[config.mk]
export PLATFORM = sky130hd
export DESIGN_NAME = uart_echo_ctrl
export DESIGN_NICKNAME = d
export VERILOG_FILES = /design/src/rtl/uart_echo_ctrl.sv
export SDC_FILE = /design/constraint.sdc
export NUM_CORES = 1
export LEC_CHECK = 0
export BUFFER_PORTS_ARGS = -buffer_cell sky130_fd_sc_hd__clkbuf_2
export CAP_MARGIN = 20
export CORE_ASPECT_RATIO = 0.9
export CORE_UTILIZATION = 50
export CTS_BUF_LIST = sky130_fd_sc_hd__clkbuf_8 sky130_fd_sc_hd__clkbuf_16
export CTS_CLUSTER_DIAMETER = 30
export DETAILED_ROUTE_END_ITERATION = 8
export GPL_TIMING_DRIVEN = 0
export PLACE_DENSITY = 0.64
export RECOVER_POWER = 50
export SLEW_MARGIN = 20
export SYNTH_ARGS = -nofsm -noshare
export SYNTH_HDL_FRONTEND = slang
export SYNTH_SLANG_ARGS = --single-unit
[constraint.sdc]
create_clock -name clk -period 3.2 [get_ports clk]
set_clock_uncertainty 0.1 [all_clocks]
set_input_delay 0.16 -clock clk [delete_from_list [all_inputs] [get_ports clk]]
set_output_delay 0.16 -clock clk [all_outputs]
set_load 0.05 [all_outputs]
[src/rtl/uart_echo_ctrl.sv]
// uart_echo_ctrl: loopback/echo controller between the board UART pins and the uart core.
// Latency: raw path rx->tx_raw SYNC_STAGES cycles; echo path rx_valid->wr_uart 3 cycles.
// Backpressure: tx_full is honoured before each pop (and before an inserted LF); a full echo FIFO drops bytes and sets sticky overflow.
//
// Ports:
//   clk, rst        system clock, synchronous active-high reset
//   rx              raw asynchronous UART receive pin
//   mode            00 OFF, 01 RAW, 10 ECHO, 11 ECHO_UPPER
//   rx_data/rx_valid received byte strobe from the uart core
//   tx_full         uart core transmit FIFO full
//   tx_raw          raw loopback bit (idle high outside RAW)
//   wr_uart/w_data  one-cycle write strobe and byte to the uart core
//   curr_char/prev_char  last two received bytes for the display path
//   fifo_count      echo FIFO occupancy
//   overflow        sticky, a received byte was dropped
// Optional feature: define ECHO_CRLF_EN to follow every echoed 0x0D with an inserted 0x0A.
module uart_echo_ctrl #(
  parameter int DATA_BITS   = 8,
  parameter int FIFO_DEPTH  = 16,
  parameter int SYNC_STAGES = 2
) (
  input  logic                          clk,
  input  logic                          rst,
  input  logic                          rx,
  input  logic [1:0]                    mode,
  input  logic [DATA_BITS-1:0]          rx_data,
  input  logic                          rx_valid,
  input  logic                          tx_full,
  output logic                          tx_raw,
  output logic                          wr_uart,
  output logic [DATA_BITS-1:0]          w_data,
  output logic [DATA_BITS-1:0]          curr_char,
  output logic [DATA_BITS-1:0]          prev_char,
  output logic [$clog2(FIFO_DEPTH):0]   fifo_count,
  output logic                          overflow
);

  localparam int AW = $clog2(FIFO_DEPTH);
  localparam int CW = AW + 1;
  localparam logic [DATA_BITS-1:0] LOWER_A   = DATA_BITS'('h61);
  localparam logic [DATA_BITS-1:0] LOWER_Z   = DATA_BITS'('h7A);
  localparam logic [DATA_BITS-1:0] CASE_DIFF = DATA_BITS'('h20);
  localparam logic [DATA_BITS-1:0] CHAR_CR   = DATA_BITS'('h0D);
`ifdef ECHO_CRLF_EN
  localparam logic [DATA_BITS-1:0] CHAR_LF   = DATA_BITS'('h0A);
`endif

`ifdef ECHO_CRLF_EN
  typedef enum logic [1:0] {IDLE, SEND, LF} state_t;
`else
  typedef enum logic [1:0] {IDLE, SEND} state_t;
`endif

  state_t                 state;
  logic [DATA_BITS-1:0]   mem [FIFO_DEPTH];
  logic [AW-1:0]          wr_ptr;
  logic [AW-1:0]          rd_ptr;
  logic                   raw_last;

  // Raw synchroniser. The first SYNC_STAGES-1 flops always run; tx_raw is
  // the final stage itself, forced high outside RAW so the total latency is
  // exactly SYNC_STAGES cycles with a registered output.
  generate
    if (SYNC_STAGES > 1) begin : g_sync
      logic [SYNC_STAGES-2:0] sync;
      always_ff @(posedge clk) begin
        if (rst) begin
          sync <= '1;
        end else begin
          sync[0] <= rx;
          for (int i = 1; i < SYNC_STAGES - 1; i++) sync[i] <= sync[i-1];
        end
      end
      assign raw_last = sync[SYNC_STAGES-2];
    end else begin : g_nosync
      assign raw_last = rx;
    end
  endgenerate

  logic                 echo_on;
  logic                 fifo_full;
  logic                 fifo_empty;
  logic                 push;
  logic                 pop;
  logic                 push_ok;
  logic [DATA_BITS-1:0] push_byte;

  assign echo_on    = mode[1];
  assign fifo_full  = (fifo_count == CW'(FIFO_DEPTH));
  assign fifo_empty = (fifo_count == '0);
  assign push       = echo_on & rx_valid;
  // Pop decision uses the registered count, so a byte pushed this cycle
  // into an empty FIFO is only seen next cycle (no bypass).
  assign pop        = (state == IDLE) & ~fifo_empty & ~tx_full & echo_on;
  // A full FIFO still accepts when the head leaves in the same cycle.
  assign push_ok    = push & (~fifo_full | pop);

  always_comb begin
    push_byte = rx_data;
    if (mode == 2'b11 && rx_data >= LOWER_A && rx_data <= LOWER_Z)
      push_byte = rx_data - CASE_DIFF;
  end

  // Storage carries no reset: a cleared count makes old contents unreachable.
  always_ff @(posedge clk) begin
    if (!rst && push_ok) mem[wr_ptr] <= push_byte;
  end

  always_ff @(posedge clk) begin
    if (rst) begin
      tx_raw     <= 1'b1;
      wr_uart    <= 1'b0;
      w_data     <= '0;
      curr_char  <= '0;
      prev_char  <= '0;
      fifo_count <= '0;
      overflow   <= 1'b0;
      wr_ptr     <= '0;
      rd_ptr     <= '0;
      state      <= IDLE;
    end else begin
      tx_raw  <= (mode == 2'b01) ? raw_last : 1'b1;
      wr_uart <= 1'b0;

      if (rx_valid) begin
        prev_char <= curr_char;
        curr_char <= rx_data;
      end

      if (!echo_on) begin
        // Leaving the echo modes flushes the buffer and any pending send.
        fifo_count <= '0;
        wr_ptr     <= '0;
        rd_ptr     <= '0;
        state      <= IDLE;
      end else begin
        if (push_ok) wr_ptr <= wr_ptr + AW'(1);
        if (pop) begin
          rd_ptr <= rd_ptr + AW'(1);
          w_data <= mem[rd_ptr];
        end
        fifo_count <= fifo_count + CW'(push_ok) - CW'(pop);
        if (push && fifo_full && !pop) overflow <= 1'b1;

        case (state)
          IDLE: if (pop) state <= SEND;
          SEND: begin
            wr_uart <= 1'b1;
`ifdef ECHO_CRLF_EN
            state   <= (w_data == CHAR_CR) ? LF : IDLE;
`else
            state   <= IDLE;
`endif
          end
`ifdef ECHO_CRLF_EN
          LF: begin
            // Skipping the cycle right after the CR strobe keeps writes
            // at least two cycles apart and lets tx_full reflect the CR.
            if (!tx_full && !wr_uart) begin
              w_data  <= CHAR_LF;
              wr_uart <= 1'b1;
              state   <= IDLE;
            end
          end
`endif
          default: state <= IDLE;
        endcase
      end
    end
  end

endmodule

---- Word-level counts from Yosys, hierarchy flattened ----
Memories as Yosys holds them, arrays and structs flattened. A register that Yosys moved wholly into a read port is not among the register bits.
Cells that the tools add are included.
word-level totals
  flip-flop bits (word level) ............. 34
  bits in writable memories ............... 128
  input bits .............................. 15
  word-level logic and storage cells ...... 51
  memories kept ........................... 1
cells by class
  $add $sub $neg .......................... 5
  magnitude comparators ................... 2
  equality and inequality tests ........... 3
  mux-type cells .......................... 4
  bitwise operators ....................... 12
  reductions and logical operators ........ 14
memory list
  name  depth  bits a word  rd ports  clocked after memory_dff  write ports  line  source
  mem   16     8            1         1                         1            55    logic [DATA_BITS-1:0] mem [FIFO_DEPTH];
operators with widths
  cell                   count
  $add A4 B1 Y4 const B  2
  $ge A8 B7 Y1 const B   1
  $le A8 B7 Y1 const B   1
  $mux W8                1
  $sub A8 B6 Y8 const B  1
  $not A1 Y1             6
  $add A5 B1 Y5          1
  $and A1 B1 Y1          5
  $eq A5 B5 Y1 const B   1
  $logic_and A1 B1 Y1    5
  $logic_not A5 Y1       1
  $sub A5 B1 Y5          1
  $reduce_and A2 Y1      2
  $reduce_or A2 Y1       2
  $mux W1                3
  $reduce_or A3 Y1       1
  $eq A2 B1 Y1 const B   1
  $eq A2 B2 Y1 const B   1
  $logic_not A1 Y1       2
  $logic_not A2 Y1       1
  $or A1 B1 Y1           1

---- Depth between registers and ports, before layout ----
  depth in word-level cells ............... 10
  depth in mapped cells ................... 14

---- Worst setup path after synthesis ----
Ideal clock, no wire load.
  kind .................................... register -> register
  from .................................... register fifo_count[3]
  to ...................................... register fifo_count[4]
  arrival ................................. 2.893 ns
  data required time ...................... 2.979 ns
  slack ................................... 0.086 ns
  stages on the path, launching flop included .. 15
  buffers on the path ..................... 1
  clock period less this slack ............ 3.114 ns
  cell sequence ........................... dfxtp_1 -> inv_1 -> ha_1 -> or3b_1 -> o211ai_1 -> buf_4 -> ha_1 -> inv_1 -> ha_1 -> inv_1 -> fa_1 -> nand2b_1 -> a21oi_1 -> o21ai_0 -> nor3b_1
on the way
  longest elaborated chain between the ends .. 9
ends and longest elaborated chain
  what                        line  source
  start, declared             34    output logic [$clog2(FIFO_DEPTH):0] fifo_count,
  start signal, assigned      142   fifo_count <= fifo_count + CW'(push_ok) - CW'(pop);
  $logic_not A5 Y1            90    assign fifo_empty = (fifo_count == '0);
  $not A1 Y1                  94    assign pop = (state == IDLE) & ~fifo_empty & ~tx_full & echo_on;
  $and A1 B1 Y1 (3 in a row)  94
  $or A1 B1 Y1                96    assign push_ok = push & (~fifo_full | pop);
  $and A1 B1 Y1               96
  $add A5 B1 Y5               142
  $sub A5 B1 Y5 *             142
Mark *: on every way between the ends. The rest lies on a longest branch, timed or not.
A chain may end at the register's enable or synchronous reset.

---- Worst setup path after layout ----
  from .................................... register fifo_count[2]
  to ...................................... register fifo_count[4]
The elaborated chain is that of the path after synthesis.

==> summary.md <==
| Metric | Value |
|---|---|
| Status | `finished clean` |
| Layout cells sized above 1 | `19.80%` |
| Reg clk slew, reported paths | `0.06 ns` |
| Hold Violations, Final | `0` |
| Clk buf depth | `2` |
| #FFs+latches synth | `170` |
| DR WL/cell | `21.70 um` |
| Pleak | `2.625 nW` |
| Largest net degree at the start of global routing | `20` |
| CTS root buffer | `clkbuf_16` |
| Via Count | `3767` |
| Routed wl met3 | `844 um` |
| Highest metal used | `met4` |
| Starting Density | `52.20%` |
| Core ar. | `12930 um^2` |
| Post-Syn Instances | `402` |
| CTS HTree Levels | `4` |
| Vias in the first global route | `3853` |
| Headroom to the max-slew limit | `22.16%` |
| Netlist cell types | `36` |
| DRT Wirelength | `14300 um` |
| Final setup viols | `0` |
| Antenna Cells | `0` |
| # IOs | `47` |
| Worst Max-Slew Pin Slew | `1.163 ns` |
| All-layer global routing usage | `22.11%` |
| Routability congestion estimate | `0.7956` |
| First-pass GRT wire length | `22240 um` |
| Syn_area_per_cell | `16.79 um^2` |
| Fin crit share | `94.99%` |
| WP data arrival | `3.25 ns` |
| GRT overflow | `0` |
| FF-to-FF End | `fifo_count[4]` |
| Input/output buffers | `45` |
| # nets final | `510` |
| Final Critical Period | `3.040 ns` |
| Worst Path Required | `3.41 ns` |
| CP Launch Type | `register` |
| Reg2reg path depth | `14` |
| Syn-to-layout area delta | `17.07%` |
| R2R Setup Slk | `0.16 ns` |
| CP Capture Type | `register` |
| First-pass DRT Iterations | `4` |
| Clock latency on the worst-skew pair | `0.43 ns` |
| Fin cells | `659` |
| Max Cap Viol | `0` |
| FP Rows | `39` |
| WL met2 | `6895 um` |
| Post-route ant nets | `0` |
| Post-DP HPWL | `9424 um` |
| Dominant cell type by area after synthesis | `edfxtp_1` |
| DRT iter0 DRCs | `395` |
| Worst VDD drop | `518.6 uV` |
| Post-synth top area share | `56.94%` |
| Final Total Pwr | `4.820 mW` |
| Clk sinks | `170` |
| Critical path peak fanout | `3` |
| CTS Buf Count | `17` |
| CP endpoint | `fifo_count[4]` |
| Initial antenna violation count | `0` |
| Sequential area share after synthesis | `69.40%` |
| RR Startpoint | `fifo_count[2]` |
| Min-delay worst type | `in -> reg` |
| Mapped Area | `6750 um^2` |
| Die Y | `112.2 um` |
| Met1 WL | `6291 um` |
| Drc violations | `0` |
| Synthesis Warnings | `0` |
| Fmax | `329.0 MHz` |
| Dominant cells by area after synthesis | `edfxtp_1, dfxtp_1, mux4_2` |
| Slew Limit Fails | `0` |
| Die width | `124.5 um` |
| Mapped Nets | `430` |
| Placed cells | `617` |
| Vias/cell | `5.716` |
| Hold slack | `0.07970 ns` |
| Worst setup path startpoint | `fifo_count[2]` |
| CTS tree | `done` |
| Crit Path Class | `reg -> reg` |
| DIE AREA | `13970 um^2` |
| Pwr Density | `609.9 nW/um^2` |
layer usage:
| metal | global-route usage [%] | up-vias |
|---|---|---|
| li1 | - | 1709 |
| met3 | 5.005 | 23 |
| met5 | 0 | - |
| met1 | 29.86 | 1919 |
| met4 | 8.112 | 0 |
| met2 | 35.43 | 116 |
metrics by stage:
step	utilization (%)	setup TNS, ns	setup slack (ns)	instance area (um^2)
2_1_floorplan	-	0	0.08583	6750
6_report	61.11	0	0.1603	7903
3_5_place_dp	56.04	-0.02146	-0.02146	7247
3_3_place_gp	55.53	-6.187	-0.4070	7181
5_1_grt	61.11	-0.05422	-0.01955	7903
4_1_cts	61.40	0	0.04501	7940
Yosys cell counts:
| cell type | count |
|---|---|
| mux2i_1 | 33 |
| nor3_1 | 2 |
| nand2b_1 | 6 |
| xor2_1 | 3 |
| nand2_1 | 4 |
| a21oi_1 | 7 |
| o221ai_1 | 8 |
| nand3b_2 | 1 |
| ha_1 | 12 |
| or4b_2 | 1 |
| nand4_1 | 1 |
| clkbuf_1 | 7 |
| nor4_1 | 5 |
| buf_4 | 6 |
| o21ai_1 | 1 |
| nor3b_1 | 1 |
| or3b_1 | 1 |
| o21ai_0 | 3 |
| edfxtp_1 | 128 |
| or2_2 | 1 |
| nand3_1 | 4 |
| o211ai_1 | 1 |
| o2111ai_1 | 1 |
| a31oi_1 | 1 |
| buf_2 | 6 |
| or4b_4 | 1 |
| mux4_2 | 32 |
| fa_1 | 1 |
| nor2_1 | 44 |
| nor3b_2 | 1 |
| inv_1 | 16 |
| nand3b_1 | 8 |
| or3_1 | 7 |
| dfxtp_1 | 42 |
| a21o_1 | 2 |
| xnor2_1 | 4 |
critical path, cell delays in order, from the launching register on:
cell	delay [ns]
dfxtp_1	0.33
inv_1	0.08
ha_1	0.17
or3b_4	0.40
o211ai_1	0.22
buf_4	0.16
ha_1	0.21
inv_1	0.06
ha_1	0.15
inv_1	0.05
fa_1	0.41
nand2b_1	0.17
a21oi_2	0.16
o21ai_0	0.09
nor3b_1	0.15
layout by cell type (no fill, tap or decap), types with 3 or more instances in the layout:
cell type / instances
edfxtp_1: 128
clkbuf_1: 48
nor2_1: 44
dfxtp_1: 42
mux2i_1: 33
mux4_2: 32
inv_1: 19
clkbuf_16: 17
ha_1: 12
buf_4: 10
buf_2: 8
nand3b_1: 8
o221ai_1: 8
dlygate4sd3_1: 8
or3_1: 7
nand2b_1: 6
clkbuf_2: 6
a21oi_1: 5
nor4_2: 4
xnor2_1: 4
nand3_1: 4
nand2_1: 3
xor2_1: 3
o21ai_0: 3
bufinv_16: 3
worst min-delay path by stage:
| stage | from | to | slack, ns | cells after the start |
|---|---|---|---|---|
| final | rx_valid | curr_char[3] | 0.08 | 3 |
| after global routing | rx_valid | curr_char[2] | 0.08 | 3 |
| after CTS | rx_valid | curr_char[3] | 0.08 | 3 |
| after detailed placement | rx | g_sync.sync | 0.25 | 2 |
| after global placement | rx | g_sync.sync | 0.25 | 2 |
| after floorplan | rx_data[0] | mem[0][0] | 0.16 | 0 |
layout make-up:
class / instances / area, um^2
Clock inverter: 13 / 152.6
Buffer: 19 / 96.34
Inverter: 16 / 60.06
Multi-Input combinational cell: 197 / 1942
Fill cell: 972 / 5029
Tap cell: 164 / 205.2
Timing Repair Buffer: 61 / 309.0
Clock buffer: 19 / 452.9
Sequential cell: 170 / 4684
power breakdown:
group / leakage, nW / internal, mW / switching (mW)
Sequential: 1.49 / 2.40 / 0.0197
Clock: 0.303 / 1.26 / 0.830
Combinational: 0.828 / 0.0986 / 0.213
registers in the layout, indices dropped and copies added (netlist names):
name / count
mem: 128
curr_char: 8
prev_char: 8
w_data: 8
fifo_count: 5
rd_ptr: 4
wr_ptr: 4
g_sync.sync: 1
overflow: 1
state: 1
tx_raw: 1
wr_uart: 1
timing repair:
action	in CTS	in global routing
hold endpoints to repair	7	0
gates cloned	0	0
setup endpoints to repair	1	9
pin swaps	0	1
resized for setup	0	3
hold buffers	8	0
buffers inserted	1	1
kinds of logic (layout without fill, tap and decap cells):
| group | count (synthesis) | count (layout) | synth area share [%] |
|---|---|---|---|
| flip-flops | 170 | 170 | 69.40 |
| AND/OR/NAND/NOR | 88 | 88 | 6.803 |
| multiplexers | 65 | 65 | 15.57 |
| buffers and inverters | 35 | 128 | 2.391 |
| AO/OA/AOI/OAI | 24 | 24 | 2.410 |
| adder cells (fa/ha/maj) | 13 | 13 | 2.521 |
| XOR/XNOR | 7 | 7 | 0.9083 |
No activity file was read; power rests on OpenSTA's default activity.
